===== src/rtl/instruction_loader.sv =====
// Assembles little-endian bytes from a serial receiver into 32-bit words and
// writes them into instruction memory until a halt word is seen or memory is full.
module instruction_loader #(
   parameter int unsigned     SIZE            = 32,
   parameter int unsigned     MAX_INSTRUCTION = 64,
   parameter int unsigned     ADDR_WIDTH      = $clog2(MAX_INSTRUCTION),
   parameter logic [SIZE-1:0] HALT_WORD       = 32'hFFFFFFFF
) (
   input  logic                  i_clk,
   input  logic                  i_rst,
   input  logic                  i_start,
   input  logic [7:0]            i_rx_data,
   input  logic                  i_rx_valid,
   output logic                  o_inst_write_enable,
   output logic [ADDR_WIDTH-1:0] o_write_addr,
   output logic [SIZE-1:0]       o_write_data,
   output logic                  o_loading,
   output logic                  o_done,
   output logic [ADDR_WIDTH:0]   o_word_count
);

   localparam logic [1:0] IDLE  = 2'd0;
   localparam logic [1:0] RECV  = 2'd1;
   localparam logic [1:0] WRITE = 2'd2;
   localparam logic [1:0] DONE  = 2'd3;

   localparam logic [ADDR_WIDTH-1:0] LAST_ADDR  = ADDR_WIDTH'(MAX_INSTRUCTION - 1);
   localparam logic [ADDR_WIDTH-1:0] ADDR_ONE   = ADDR_WIDTH'(1);
   localparam logic [ADDR_WIDTH:0]   COUNT_ONE  = (ADDR_WIDTH + 1)'(1);

   logic [1:0]            state_q, state_d;
   logic [1:0]            byte_cnt_q, byte_cnt_d;
   logic [ADDR_WIDTH-1:0] addr_q, addr_d;
   logic [SIZE-1:0]       data_q, data_d;
   logic [ADDR_WIDTH:0]   count_q, count_d;
   logic                  we_q, loading_q, done_q;

   always_comb begin
      state_d    = state_q;
      byte_cnt_d = byte_cnt_q;
      addr_d     = addr_q;
      data_d     = data_q;
      count_d    = count_q;
      case (state_q)
         IDLE: begin
            if (i_start) begin
               state_d    = RECV;
               byte_cnt_d = 2'd0;
               addr_d     = '0;
               count_d    = '0;
            end
         end
         RECV: begin
            if (i_rx_valid) begin
               data_d[{byte_cnt_q, 3'b000} +: 8] = i_rx_data;
               byte_cnt_d = byte_cnt_q + 2'd1;
               if (byte_cnt_q == 2'd3) state_d = WRITE;
            end
         end
         WRITE: begin
            count_d    = count_q + COUNT_ONE;
            byte_cnt_d = 2'd0;
            if (data_q == HALT_WORD || addr_q == LAST_ADDR) begin
               state_d = DONE;
            end else begin
               state_d = RECV;
               addr_d  = addr_q + ADDR_ONE;
               // A byte arriving during the write slot starts the next word.
               if (i_rx_valid) begin
                  data_d[7:0] = i_rx_data;
                  byte_cnt_d  = 2'd1;
               end
            end
         end
         DONE:    state_d = IDLE;
         default: state_d = IDLE;
      endcase
   end

   always_ff @(posedge i_clk or posedge i_rst) begin
      if (i_rst) begin
         state_q    <= IDLE;
         byte_cnt_q <= 2'd0;
         addr_q     <= '0;
         data_q     <= '0;
         count_q    <= '0;
         we_q       <= 1'b0;
         loading_q  <= 1'b0;
         done_q     <= 1'b0;
      end else begin
         state_q    <= state_d;
         byte_cnt_q <= byte_cnt_d;
         addr_q     <= addr_d;
         data_q     <= data_d;
         count_q    <= count_d;
         we_q       <= (state_d == WRITE);
         loading_q  <= (state_d == RECV) || (state_d == WRITE);
         done_q     <= (state_d == DONE);
      end
   end

   assign o_inst_write_enable = we_q;
   assign o_write_addr        = addr_q;
   assign o_write_data        = data_q;
   assign o_loading           = loading_q;
   assign o_done              = done_q;
   assign o_word_count        = count_q;

endmodule

===== config.mk =====
export PLATFORM = sky130hd
export DESIGN_NAME = instruction_loader
export DESIGN_NICKNAME = d
export VERILOG_FILES = /design/src/rtl/instruction_loader.sv
export SDC_FILE = /design/constraint.sdc
export NUM_CORES = 1
export LEC_CHECK = 0
export BUFFER_PORTS_ARGS = -buffer_cell sky130_fd_sc_hd__buf_2
export CORE_MARGIN = 2
export CORE_UTILIZATION = 48
export DETAILED_ROUTE_END_ITERATION = 8
export PLACE_DENSITY = 0.76
export SETUP_SLACK_MARGIN = 0.1
export SYNTH_ARGS = -nofsm -noshare
export SYNTH_HDL_FRONTEND = slang
export SYNTH_SLANG_ARGS = --single-unit

===== constraint.sdc =====
create_clock -name i_clk -period 1.8 [get_ports i_clk]
set_input_delay 0.36 -clock i_clk [delete_from_list [all_inputs] [get_ports i_clk]]
set_output_delay 0.36 -clock i_clk [all_outputs]
set_load 0.02 [all_outputs]

==> results.cfg, run 1 <==
[run_status]
status = finished with violations
violations = setup timing

[critical_path]
critPathCaptureType = flop
cpMaxStageDelayCell = dfrtp_1
crit_family = compound AO/OA/AOI/OAI gates
cp_cell_sequence = nand4_1 -> nor4_4 -> a32oi_4 -> buf_6 -> a32o_2 -> a22o_1
crit_path_max_incr_delay_ps = 390
crit_required_ps = 2010
worstPathMaxFanout = 8
path_class = reg -> reg
path_buf_inv = 1
reg2reg_slack_ps = -9
cp.arrival_ps = 2020
cp-start-kind = flop

[cells_and_area]
diodes = 0
n_fill_cell = 389
multi_input_area_mm2 = 0.00119
syn2layout_area_growth_pct = 35.9
regArea_mm2 = 0.00132
drive_above_1_share = 0.490
nNetsFinal = 335
post-route-util = 0.666
fin_cells = 380

[global_routing]
grt_pass1_vias = 1948
grt_max_degree = 36
gr-total-overflow = 0
antenna_found_initial = 0
grt_pass1_wl_mm = 9.72
grt_util_all_layers = 0.226

[place]
hpwl_mm = 4.56
io_buffer_count = 59
gp_congestion = 0.787
place_inst = 359
pre_cts_ws_ps = -10.7

[power_and_ir_drop]
ir_drop_mv = 0.638
power-per-cell-area_mw_per_mm2 = 1200
p_int_uw = 2460
combPwrFrac = 0.435
seq_power_share = 0.392
swShare = 0.384
p_switching_uw = 1530
p_leak_uw = 0.00171
power_frac_clock = 0.173

[clock_network]
h-tree-depth = 2
cts_tree = done
cts_sinks = 52
clock_latency_ps = 310
clk_pin_slew_ps = 110
clockRootBuffer = clkbuf_8
cts_hold_buf = 0
numCtsBuffers = 5
clockBufferDepth = 2

[timing]
layout_setup_ws_ps = -9.46
hold_slack_ps = 33.5
worstMarginPinSlew_ps = 408
setup-violations-final = 4
fin_worst_skew_ps = 13.6
hold_viol = 0
tns_ps = -19.4
rsz0062_at_grt = true
min_period_ps = 1810
relSlewSlack = 0.726
fmax_ghz = 0.553
slew_violations = 0
final.period_utilization = 1.01

[logic_synthesis]
ys_top_cells_by_area = dfrtp_1 53%, a22o_1 12%, ha_1 7.1%
syn_inst = 207
netlist_top_cells_count = 52 x dfrtp_1, 33 x a22o_1, 17 x nand2_1, 14 x ha_1
synth_xor_area_frac = 0
yosys.area_share.simple = 0.150
synth_top_area_frac = 0.530
synth_area_per_cell_um2 = 11.9
yosys_warnings = 0
synth_top_flop_cell = dfrtp_1
yosysMostFrequentCell = dfrtp_1
synth_edf_count = 0
yosysTopAreaCell = dfrtp_1
synth_fa_ha_area_frac = 0.0714
synth_compound_area_frac = 0.221
seq_area_frac_synth = 0.530
muxShareOfSynthArea = 0.00815
ys_seq_elements = 52
synth_top_family_by_area = compound AO/OA/AOI/OAI gates
synth_nets = 233
syn_area_mm2 = 0.00245
synth_cell_type_count = 39
ys_async_sr_fraction = 1.00

[floorplanning]
die-area_mm2 = 0.00570
fp.dieW_um = 75.5
die_h_um = 75.5
io_pins = 60
core_mm2 = 0.00501
rows = 26
start_util = 0.490

[detailed_routing]
drt_first_pass_iters = 4
ant_nets = 0
drcViolationCount = 0
vias_per_cell = 5.67
wl_mm = 6.29
wire_per_inst_um = 16.6
vias = 2155
drt-initial-drc-count = 213

[hold_path]
min_path_type = in -> async

[run]
drv_cap = 0
[stage by stage]
step / total power [uW] / cell area [um^2]
6_report: 4000 / 3340
5_1_grt: 4240 / 3340
4_1_cts: 3870 / 3240
3_5_place_dp: 3110 / 3090
3_3_place_gp: 3060 / 3090
2_1_floorplan: 2500 / 2520
[power groups by stage]
stage	sequential, uW	combinational [uW]	clock (uW)
finish	1570	1740	692
global route	1600	1890	755
CTS	1570	1600	706
detailed placement	1610	1500	0
global placement	1600	1470	0
floorplan	1830	673	0
[cells by family after synthesis]
logic type	after synthesis
adders and majority gates	14
muxes	2
DFF	52
AOI/OAI and AO/OA	67
and+or+nand+nor	60
buffers and inverters	12
[per-layer routing]
metal | vias up | track usage | routed length, um
li1 | 996 | - | -
met1 | 1063 | 0.338 | 2930
met2 | 81 | 0.333 | 2960
met3 | 15 | 0.0450 | 285
met4 | 0 | 0.0643 | 114
met5 | - | 0 | 0
[cell type report]
type,count,area share
inverters,9,0.0105
clock buffers,5,0.0206
clock inverters,3,0.00750
multi-input cells,143,0.357
flip-flops and latches,52,0.397
well taps,70,0.0262
repair buffers,98,0.181
[worst paths after layout]
check / start / end / cells after the start
setup / recovery: o_write_data[26] / o_write_data[7] / 6
hold / removal: i_rst / o_word_count[3] / 2
setup reg to reg: o_write_data[26] / o_write_data[7] / 6
hold reg to reg: o_word_count[6] / o_word_count[6] / 1
max in group asynchronous: i_rst / o_write_data[19] / 3
min in group i_clk: i_rx_data[4] / o_write_data[28] / 2
[placed cells by master, fill, tap and decap left out, types with 7 or more instances in the layout]
| cell | Yosys | layout |
|---|---|---|
| a22o_1 | 33 | 33 |
| buf_2 | 3 | 59 |
| buf_4 | 0 | 37 |
| dfrtp_1 | 52 | 34 |
| dfrtp_2 | 0 | 18 |
| ha_1 | 14 | 9 |
| inv_1 | 8 | 7 |
| nand2_1 | 17 | 16 |
| nand3_1 | 8 | 8 |
| nand4_1 | 8 | 8 |
[worst reg2reg max path, stage by stage, from the launching register on]
cell     delay [ps]
dfrtp_1         390
nand4_1         170
nor4_4          400
a32oi_4         100
buf_6           150
a32o_2          290
a22o_1          210
[registers in the layout (all words and copies together) (netlist names)]
signal / flops
o_word_count: 7
o_write_data: 32
state_q: 2
o_inst_write_enable: 1
o_loading: 1
o_write_addr: 6
o_done: 1
byte_cnt_q: 2
[repair_timing]
action,CTS,global route
setup buffers,5,8
setup endpoints to repair,26,39
pin swaps,2,3
gates resized for setup,5,10
Power figures use the tool's default switching activity.
==> inputs of run 2 (changes only) <==
--- a/config.mk
+++ b/config.mk
@@ -6,6 +6,7 @@
 export NUM_CORES = 1
 export LEC_CHECK = 0
 export BUFFER_PORTS_ARGS = -buffer_cell sky130_fd_sc_hd__buf_2
+export CORE_ASPECT_RATIO = 2
 export CORE_MARGIN = 2
 export CORE_UTILIZATION = 48
 export DETAILED_ROUTE_END_ITERATION = 8
==> run 2 against run 1 <==
Net effect: the flow still finishes with violations (setup timing); cell area did not move; non-clock buffer count fell by 1; routed wire length rose by 6.1%.
==> results.cfg, run 2 (synthesized netlist as in run 1, its figures left out) <==
[critical_path]
cp.arrival_ps = 2060
cp-start-kind = flop
worstPathMaxFanout = 8
crit_required_ps = 2020
critPathCaptureType = flop
path_class = reg -> reg

[global_routing]
grt_util_all_layers = 0.255
top_usage_layer = met2
grt_pass1_wl_mm = 10.7
use_met3 = 0.0386
antenna_found_initial = 0
grt_pass1_vias = 2263
grt_max_degree = 35
use_met1 = 0.262
gr-total-overflow = 0
grt_use_met2 = 0.460

[floorplanning]
die-area_mm2 = 0.00574
core_mm2 = 0.00491
die_h_um = 105
io_pins = 60
fp.dieW_um = 54.6
start_util = 0.500
rows = 36

[timing]
relSlewSlack = 0.722
hold_viol = 0
setup-violations-final = 9
layout_setup_ws_ps = -43.1
slew_violations = 0
final.period_utilization = 1.02
hold_slack_ps = 22.2
rsz0062_at_grt = true
fin_worst_skew_ps = 11.4
worstMarginPinSlew_ps = 417
fmax_ghz = 0.543
min_period_ps = 1840

[place]
placed_area_mm2 = 0.00306
gp_congestion = 0.826
io_buffer_count = 59
hpwl_mm = 5.02

[cells_and_area]
n_fill_cell = 369
nNetsFinal = 334
largest_reg_flops = 32
layout_common_cells = 59 x buf_2, 35 x buf_4, 34 x dfrtp_1
diodes = 0
final_area_mm2 = 0.00334
drive_above_1_share = 0.508
layout_commonest_cell = buf_2
syn2layout_area_growth_pct = 35.9

[detailed_routing]
drt-initial-drc-count = 68
ant_nets = 0
vias = 2168
drcViolationCount = 0
wire_per_inst_um = 18.2
drt_first_pass_iters = 4
wl_mm = 6.67
vias_per_cell = 5.92

[clock_network]
clockBufferDepth = 2
h-tree-depth = 2
clockRootBuffer = clkbuf_8
numCtsBuffers = 5
cts_hold_buf = 0
cts_sinks = 52
cts_tree = done
clock_latency_ps = 320
clk_pin_slew_ps = 100

[run_status]
violations = setup timing
status = finished with violations

[run]
drv_cap = 0

[power_and_ir_drop]
ir_drop_mv = 0.969
p_leak_uw = 0.00172
power-per-cell-area_mw_per_mm2 = 1200

[hold_path]
min_path_type = in -> async
==> run 2: changes by cell type in the layout (fill, tap and decap cells not counted), sizes merged <==
cell      previous run  this run
clkinvlp             1         0
buf                 98        97
clkbuf               5         6
==> run 2: worst max-delay path: stages, from the launching register on <==
cell	delay (ps)
dfrtp_2	410
nand4_1	170
nor4_4	410
a32oi_4	100
buf_6	150
a32o_2	280
a22o_1	210
==> run 2: layout make-up <==
class                      count  area (um^2)  share of cell area
sequential                    52         1320               0.397
multi-input combinational    143         1210               0.361
timing repair buffer          97          601               0.180
clock buffer                   6         82.6              0.0247
tap                           57         71.3              0.0214
inverter                       9         35.0              0.0105
clock inverter                 2         17.5             0.00525
==> run 2: repair_timing <==
action / 4_1_cts / 5_1_grt
cloned: 0 / 0
pin swaps: 10 / 8
buffers inserted: 8 / 6
resized for setup: 6 / 15
setup endpoints to repair: 34 / 30
==> run 2: routing by layer <==
metal,up-vias,part of all wire
li1,994,-
met1,1084,0.34
met2,76,0.59
met3,14,0.042
met4,0,0.035
met5,-,0
==> run 2: path summary, 6_finish.rpt <==
| kind | start | end | cells past startpoint | slack (ps) |
|---|---|---|---|---|
| setup / recovery | o_write_data[15] | o_write_data[6] | 6 | -40 |
| hold / removal | i_rst | o_write_addr[5] | 2 | 20 |
| setup reg to reg | o_write_data[15] | o_write_data[6] | 6 | -40 |
| hold reg to reg | o_word_count[6] | o_word_count[6] | 1 | 510 |
| max in group asynchronous | i_rst | o_write_data[16] | 3 | 1260 |
| min in group i_clk | i_rx_data[7] | o_write_data[7] | 2 | 310 |
==> run 2: report_power, final <==
group	internal (uW)	switching [uW]
clock network	322	406
registers	1410	174
logic	725	954
==> run 2: through the flow <==
step	util	worst slack [ps]	power, uW	TNS [ps]	instances
floorplan	-	-36.7	2500	-36.7	207
global placement	0.623	22.8	3020	0	344
detailed placement	0.623	-34.6	3060	-159	344
CTS	0.660	14.1	3870	0	360
global route	0.680	-79.3	4200	-666	366
finish	0.680	-43.1	3990	-252	366
==> inputs of run 3 (changes only) <==
--- a/config.mk
+++ b/config.mk
@@ -10,6 +10,7 @@
 export CORE_MARGIN = 2
 export CORE_UTILIZATION = 48
 export DETAILED_ROUTE_END_ITERATION = 8
+export GPL_TIMING_DRIVEN = 0
 export PLACE_DENSITY = 0.76
 export SETUP_SLACK_MARGIN = 0.1
 export SYNTH_ARGS = -nofsm -noshare
==> run 3 against run 2 <==
Net effect: the run still ends with setup timing left; first-iteration DRC count is 40% lower; maximum frequency rose by 0.23%; non-clock buffer count down 1; combinational power about the same; routed wire length decreased by 4.7%; flip-flop and latch count stayed put; register-to-register slack about the same; critical path depth unchanged; count of clock-buffer cells in the layout grew 1; critical path type unchanged; largest power group unchanged.
==> results.cfg, run 3 (synthesized netlist as in run 1, its figures left out) <==
[clock_network]
clockBufferDepth = 2
h-tree-depth = 2
cts_hold_buf = 0
cts_tree = done
clock_latency_ps = 320
clockRootBuffer = clkbuf_8
cts_sinks = 52
clk_pin_slew_ps = 90
numCtsBuffers = 5

[timing]
rsz0062_at_grt = true
fin_worst_skew_ps = 7.58
setup-violations-final = 8
relSlewSlack = 0.725
layout_setup_ws_ps = -38.9
final.period_utilization = 1.02
fmax_ghz = 0.544
hold_viol = 0
worstMarginPinSlew_ps = 412
slew_violations = 0
min_period_ps = 1840

[detailed_routing]
wl_mm = 6.36
drt-initial-drc-count = 41
drcViolationCount = 0
drt_first_pass_iters = 4
vias = 2131
ant_nets = 0
wire_per_inst_um = 17.4
vias_per_cell = 5.84

[cells_and_area]
largest_reg_flops = 32
fin_cells = 365
drive_above_1_share = 0.506
syn2layout_area_growth_pct = 37.6
nNetsFinal = 333
final_area_mm2 = 0.00338
diodes = 0
post-route-util = 0.688
layout_commonest_cell = buf_2
layout_common_cells = 59 x buf_2, 33 x a22o_1, 33 x dfrtp_1

[floorplanning]
io_pins = 60
core_mm2 = 0.00491
fp.dieW_um = 54.6
rows = 36
start_util = 0.500
die-area_mm2 = 0.00574
die_h_um = 105

[critical_path]
worstPathMaxFanout = 8
cp.arrival_ps = 2050
critPathCaptureType = flop
path_class = reg -> reg
reg2reg_slack_ps = -40
cp-start-kind = flop
crit_required_ps = 2010

[place]
placed_area_mm2 = 0.00290
gp_congestion = 0.797
pre_cts_ws_ps = -429
place_inst = 323
hpwl_mm = 4.44
io_buffer_count = 58

[global_routing]
grt_pass1_wl_mm = 9.87
grt_util_all_layers = 0.239
antenna_found_initial = 0
grt_max_degree = 36
grt_pass1_vias = 2047
gr-total-overflow = 0

[power_and_ir_drop]
power-per-cell-area_mw_per_mm2 = 1160
p_leak_uw = 0.00171
ir_drop_mv = 0.940

[run]
drv_cap = 0

[hold_path]
min_path_type = in -> async

[run_status]
status = finished with violations
violations = setup timing
## run 3: changes by cell type in the layout (fill, tap and decap cells not counted), moves of 2 or more
cell,before,now
buf_4,35,28
nand3_4,0,3
buf_6,2,8
ha_4,3,1
clkbuf_1,0,2
inv_6,2,0
nand3_1,8,6
## run 3: final cells by class
class                   instances  area [um^2]
flip-flops and latches         52         1330
inverters                       9         42.5
repair buffers                 93          588
multi-input cells             143         1240
plain buffers                   3         27.5
clock inverters                 1         5.00
fillers                       383         1530
well taps                      57         71.3
clock buffers                   7         76.3
## run 3: layer usage
layer / vias to the layer above / wire [um] / global-route usage
li1: 1000 / - / -
met1: 1062 / 2330 / 0.269
met2: 62 / 3600 / 0.410
met3: 7 / 311 / 0.0571
met4: 0 / 111 / 0.0929
met5: - / 0 / 0
## run 3: worst paths after layout
check | startpoint | to | depth (start not counted)
min in group i_clk | i_rx_data[6] | o_write_data[22] | 2
hold / removal | i_rst | o_write_addr[4] | 2
hold reg to reg | o_word_count[6] | o_word_count[6] | 1
max in group asynchronous | i_rst | o_write_data[16] | 3
setup / recovery | o_write_data[20] | o_write_data[7] | 6
setup reg to reg | o_write_data[20] | o_write_data[7] | 6
## run 3: worst max-delay path, cell delays in order, from the launching register on
cell	delay [ps]
dfrtp_2	390
nand4_1	140
nor4_4	430
a32oi_4	110
buf_6	160
a32o_2	280
a22o_1	220
## run 3: per-stage QoR
step           power, uW  TNS, ps  hold WS, ps
2_1_floorplan       2500    -36.7          493
3_3_place_gp        2890   -32680          461
3_5_place_dp        2920    -7230          375
4_1_cts             3760     -294         26.4
5_1_grt             4130     -954         45.4
6_report            3910     -193         22.2
## run 3: repair_timing
item	CTS	global route
pin swaps	9	16
endpoints found under the setup margin	48	44
buffers inserted	13	21
resized for setup	20	17
## run 3: where the power goes
part | total [uW] | internal [uW] | leakage, uW | switching, uW
registers | 1590 | 1410 | 0.000683 | 180
clock network | 645 | 273 | 0.0000422 | 371
logic | 1680 | 716 | 0.000988 | 959
